==> config.mk <==
export PLATFORM = sky130hd
export DESIGN_NAME = spi_sp_ram
export DESIGN_NICKNAME = d
export VERILOG_FILES = /design/src/rtl/spi_sp_ram.sv
export SDC_FILE = /design/constraint.sdc
export NUM_CORES = 2
export LEC_CHECK = 0
export CORE_AREA = 2 2 387 389
export DETAILED_ROUTE_END_ITERATION = 16
export DIE_AREA = 0 0 389 391
export GPL_ROUTABILITY_DRIVEN = 1
export PLACE_DENSITY = 0.75
export SYNTH_ARGS = -nofsm -noshare
export SYNTH_HDL_FRONTEND = slang
export SYNTH_SLANG_ARGS = --single-unit
==> constraint.sdc <==
create_clock -name clk -period 3.15 [get_ports clk]
set_input_delay 0.63 -clock clk [delete_from_list [all_inputs] [get_ports clk]]
set_output_delay 0.63 -clock clk [all_outputs]
set_load 0.01 [all_outputs]
==> src/rtl/spi_sp_ram.sv <==
// spi_sp_ram: single-port RAM behind the SPI slave; decodes 10-bit commands.
// Define SPI_RAM_ADDR_AUTO_INC_EN to enable address auto-increment.
module spi_sp_ram #(
    parameter int MEM_DEPTH = 256,
    parameter int ADDR_SIZE = 8
) (
    input  logic       clk,
    input  logic       rst,
    input  logic [9:0] din,
    input  logic       rx_valid,
    output logic [7:0] dout,
    output logic       tx_valid,
    output logic       cmd_err
);

    typedef enum logic [1:0] {
        CMD_WR_ADDR = 2'b00,
        CMD_WR_DATA = 2'b01,
        CMD_RD_ADDR = 2'b10,
        CMD_RD_DATA = 2'b11
    } cmd_e;

    localparam logic [ADDR_SIZE:0] DEPTH = (ADDR_SIZE+1)'(MEM_DEPTH);

`ifdef SPI_RAM_ADDR_AUTO_INC_EN
    localparam logic [ADDR_SIZE-1:0] LAST = ADDR_SIZE'(MEM_DEPTH - 1);

    // Wrap at the last implemented word, not at the address-width limit.
    function automatic logic [ADDR_SIZE-1:0] bump(
        input logic [ADDR_SIZE-1:0] a
    );
        return (a == LAST) ? '0 : a + ADDR_SIZE'(1);
    endfunction
`endif

    logic [7:0]           mem [MEM_DEPTH];
    logic [ADDR_SIZE-1:0] wr_addr;
    logic [ADDR_SIZE-1:0] rd_addr;
    logic [ADDR_SIZE-1:0] wr_addr_nxt;
    logic [ADDR_SIZE-1:0] rd_addr_nxt;
    logic [ADDR_SIZE-1:0] cmd_addr;
    logic                 rd_armed;
    logic                 rd_armed_nxt;
    logic                 addr_ok;
    logic                 do_write;
    logic                 do_read;
    logic                 err_nxt;
    cmd_e                 cmd;

    assign cmd      = cmd_e'(din[9:8]);
    assign cmd_addr = din[ADDR_SIZE-1:0];
    assign addr_ok  = {1'b0, cmd_addr} < DEPTH;

    always_comb begin
        wr_addr_nxt  = wr_addr;
        rd_addr_nxt  = rd_addr;
        rd_armed_nxt = rd_armed;
        do_write     = 1'b0;
        do_read      = 1'b0;
        err_nxt      = 1'b0;
        if (rx_valid) begin
            unique case (cmd)
                CMD_WR_ADDR: begin
                    if (addr_ok) wr_addr_nxt = cmd_addr;
                    else         err_nxt     = 1'b1;
                end
                CMD_WR_DATA: begin
                    do_write = 1'b1;
`ifdef SPI_RAM_ADDR_AUTO_INC_EN
                    wr_addr_nxt = bump(wr_addr);
`endif
                end
                CMD_RD_ADDR: begin
                    if (addr_ok) begin
                        rd_addr_nxt  = cmd_addr;
                        rd_armed_nxt = 1'b1;
                    end else begin
                        err_nxt = 1'b1;
                    end
                end
                CMD_RD_DATA: begin
                    if (rd_armed) begin
                        do_read = 1'b1;
`ifdef SPI_RAM_ADDR_AUTO_INC_EN
                        rd_addr_nxt = bump(rd_addr);
`endif
                    end else begin
                        err_nxt = 1'b1;
                    end
                end
            endcase
        end
    end

    always_ff @(posedge clk or posedge rst) begin
        if (rst) begin
            wr_addr  <= '0;
            rd_addr  <= '0;
            rd_armed <= 1'b0;
            dout     <= 8'h00;
            tx_valid <= 1'b0;
            cmd_err  <= 1'b0;
        end else begin
            wr_addr  <= wr_addr_nxt;
            rd_addr  <= rd_addr_nxt;
            rd_armed <= rd_armed_nxt;
            tx_valid <= do_read;
            cmd_err  <= err_nxt;
            if (do_read) dout <= mem[rd_addr];
        end
    end

    // Storage is deliberately not reset; a command seen during reset is dropped.
    always_ff @(posedge clk) begin
        if (do_write && !rst) mem[wr_addr] <= din[7:0];
    end

endmodule

==> results.md <==
* DP Cell Count at 6328
* Die Span Y at 391 um
* DR WL met2 at 100000 um
* Mapped cell area at 0.0807 mm2
* Layout area overhead at 16.5%
* Initial antenna violation count at 6
* Mapped Cells at 3999
* Max-cap viol count at 0
* Via Count at 43800
* Worst-skew pair later-pin latency at 0.85 ns
* Crit start category: flop
* Routability congestion estimate at 0.898
* CTS tree: yes
* Fmax at 0.317 GHz
* PortBufs at 22
* TritonCTS buffer count at 200
* CP max-delay cell: dfrtp_4
* Adder-Cell Fraction of Synth Area at 0
* Final Hold Vio Count at 0
* Post-synthesis mux area share at 0.144
* Die area at 0.152 mm2
* Library cells used by synthesis at 53
* Tightest Pin Transition at 1.08 ns
* Post-synth top flop: edfxtp_1
* LEAKAGE at 30.9 nW
* Final WS setup at -0.000245 ns
* Die extent in x at 389 um
* Clock Tree Buf Depth at 3
* Slowest stage delay, CP at 0.52 ns
* Root Driver: clkbuf_16
* Ys Warns at 0
* Compound-gate portion of the synthesized area at 0.0381
* RSZ-0062 raised after global routing: false
* Post-Syn Nets at 4012
* Number of synthesized flops with an enable pin at 2048
* Core Area at 0.149 mm2
* Peak supply drop at 0.538 mV
* Clock transition at path regs at 0.07 ns
* Hold-fix buffers, CTS at 0
* Largest family of logic cells by synthesized area: multiplexers
* Boundary Pins at 23
* Post-synthesis sequential area ratio at 0.770
* Synthesized area per cell at 20.2 um2
* Post-route clock period utilization at 1.00
* Remaining global-route overflow at 0
* Starting Density at 0.544
* Per-cell routed wire length at 31.2 um
* Top sig layer: met5
* Nets at 4600
* CP Data Arrival Time at 3.87 ns
* Vias in the first global route at 43400
* Total GRT Usage at 0.277
* Total Wirelength at 209000 um
* Fraction of registers with async set/reset at 0.0130
* Buffer and inverter count on the worst path at 4
* Drc violations at 0
* Antenna violation net count after detailed routing at 0
* Clock Skews at 0.0545 ns
* DR WL met3 at 24900 um
* Register Area at 0.0622 mm2
* Multi-input logic area at 0.0171 mm2
* DRT iter0 DRCs at 6194
* Largest net degree at the start of global routing at 115
* Final Slew Violations at 0
* Synthesized flop and latch total at 2075
* Hold WS at 0.307 ns
* Setup CP Type: reg -> reg
* Worst path top cell family by delay: compound AO/OA/AOI/OAI gates
* CP Cell Sequence: buf_12 > buf_12 > buf_4 > buf_4 > mux2i_1 > o22ai_1 > nor3_1 > o21ai_2 > o21ai_0 > o41ai_1
* Metal-1 WL at 75800 um
* Total number of H-tree levels at 4
* Non-Filler Instances at 6706
* XOR/XNOR Fraction of Synth Area at 0
* Failing checks: negative setup slack
* Ratio of cells with drive above 1 in the final layout at 0.275
* Filler instances at 9740
* Final min period at 3.15 ns
* HP Class: in -> async
* Pwr Density at 674 mW/mm2
* Critical path required time at 3.87 ns
* Setup TNS at -0.000245 ns
* CP endpoint kind: flop
* Post-detail-place hpwl at 134000 um
* First-pass GRT wire length at 302000 um
* Critical path fanouts, max at 28
* Simple-gate area share of the yosys netlist at 0.0281
* Sink Count at 2075
* Final setup fails at 1
* Initial DRT Pass Iterations at 6
* Slew Limit Headroom at 0.279
* Status: finished with violations
* Cell row count at 142
* Routed vias/inst at 6.53
registers in the layout (all words and copies together), names as in the netlist:
name and count:
tx_valid 1, mem 2048, rd_addr 8, cmd_err 1, wr_addr 8, dout 8, rd_armed 1
cells by family after synthesis:
group           Yosys count
mux                     706
simple gates            525
compound gates          444
flops                  2075
buf+inv                 249
placed cells by master (no fill, tap or decap), types with 21 or more instances in the layout:
| cell | Yosys | layout |
|---|---|---|
| buf_4 | 27 | 533 |
| o21ai_0 | 38 | 35 |
| o22ai_1 | 128 | 128 |
| dfrtp_1 | 27 | 23 |
| a211oi_1 | 56 | 55 |
| nor2_1 | 284 | 280 |
| a21oi_1 | 47 | 47 |
| clkinv_2 | 0 | 36 |
| clkbuf_1 | 104 | 53 |
| clkbuf_16 | 0 | 200 |
| mux4_2 | 355 | 355 |
| a22oi_1 | 72 | 72 |
| mux2i_1 | 320 | 320 |
| nand3_1 | 45 | 44 |
| nand2_1 | 100 | 99 |
| nor3_1 | 21 | 21 |
| edfxtp_1 | 2048 | 2048 |
| buf_12 | 2 | 70 |
| o221ai_1 | 46 | 45 |
| mux2_2 | 24 | 24 |
| clkinv_1 | 1 | 38 |
synth_stat cells (15+ instances only):
master    instances  area, um2
o21ai_0          38        190
a211oi_1         56        420
nand4_1          15       93.8
buf_4            27        203
buf_2            40        200
nand2_1         100        375
mux4_2          355       8000
nor2_1          284       1070
buf_1            15       56.3
clkbuf_1        104        390
mux2_2           24        270
dfrtp_1          27        676
mux2i_1         320       3200
a22oi_1          72        541
edfxtp_1       2048      61500
nand3_1          45        225
nor3_1           21        105
o22ai_1         128        801
o221ai_1         46        403
buf_6            45        507
a21oi_1          47        235
worst register-to-register path, cell delays in order (launching register included):
cell and delay [ns]:
dfrtp_4 0.52, buf_12 0.20, buf_12 0.25, buf_4 0.30, buf_4 0.17, mux2i_1 0.07, o22ai_1 0.29, nor3_1 0.16
o21ai_2 0.34, o21ai_0 0.28, o41ai_1 0.46
per-stage QoR:
step | area [um2] | utilization | power [mW] | setup WS (ns)
after floorplan | 80700 | - | 36.3 | 0.533
after global placement | 87400 | 0.589 | 39.9 | -0.534
after detailed placement | 87400 | 0.589 | 40.0 | -0.465
after CTS | 94000 | 0.633 | 63.4 | 0.0288
after global routing | 94000 | 0.633 | 64.9 | 0.000597
final | 94000 | 0.633 | 63.3 | -0.000245
routing by layer:
layer / track usage / vias up
met3: 0.0632 / 483
li1: - / 17800
met2: 0.438 / 2972
met1: 0.380 / 22600
met5: 0 / -
met4: 0.104 / 2
worst paths after layout:
check,start,endpoint,slack (ns),depth (start not counted)
setup / recovery,rd_addr[0]$_DFFE_PP0P_,dout[2]$_DFFE_PP0P_,-0.0002,10
max in group asynchronous,rst,rd_addr[4]$_DFFE_PP0P_,2.41,3
min in group clk,din[2],mem[146][2]$_DFFE_PP_,0.37,1
hold reg to reg,rd_armed$_DFFE_PP0P_,cmd_err$_DFF_PP0_,0.46,1
setup reg to reg,rd_addr[0]$_DFFE_PP0P_,dout[2]$_DFFE_PP0P_,-0.0002,10
hold / removal,rst,cmd_err$_DFF_PP0_,0.31,3
area by class of cell:
class | count | area share
Tap cell | 1944 | 0.0259
Timing Repair Buffer | 628 | 0.0610
Clock buffer | 260 | 0.0564
Inverter | 6 | 0.000266
Antenna cell | 3 | 0.0000798
Sequential cell | 2075 | 0.661
Multi-Input combinational cell | 1676 | 0.182
Clock inverter | 114 | 0.0128
power breakdown:
group	switching [mW]	leakage [nW]	total [mW]	internal (mW)
clock network	10.3	3.15	23.6	13.3
logic	5.38	9.07	9.01	3.63
registers	0.275	18.7	30.7	30.4
total	15.9	30.9	63.3	47.4
timing repair:
action	4_1_cts	5_1_grt
resized for setup	13	7
buffers inserted	0	0
gates cloned	1	0
endpoints found under the setup margin	6	3
No activity file was read; power rests on OpenSTA's default activity.
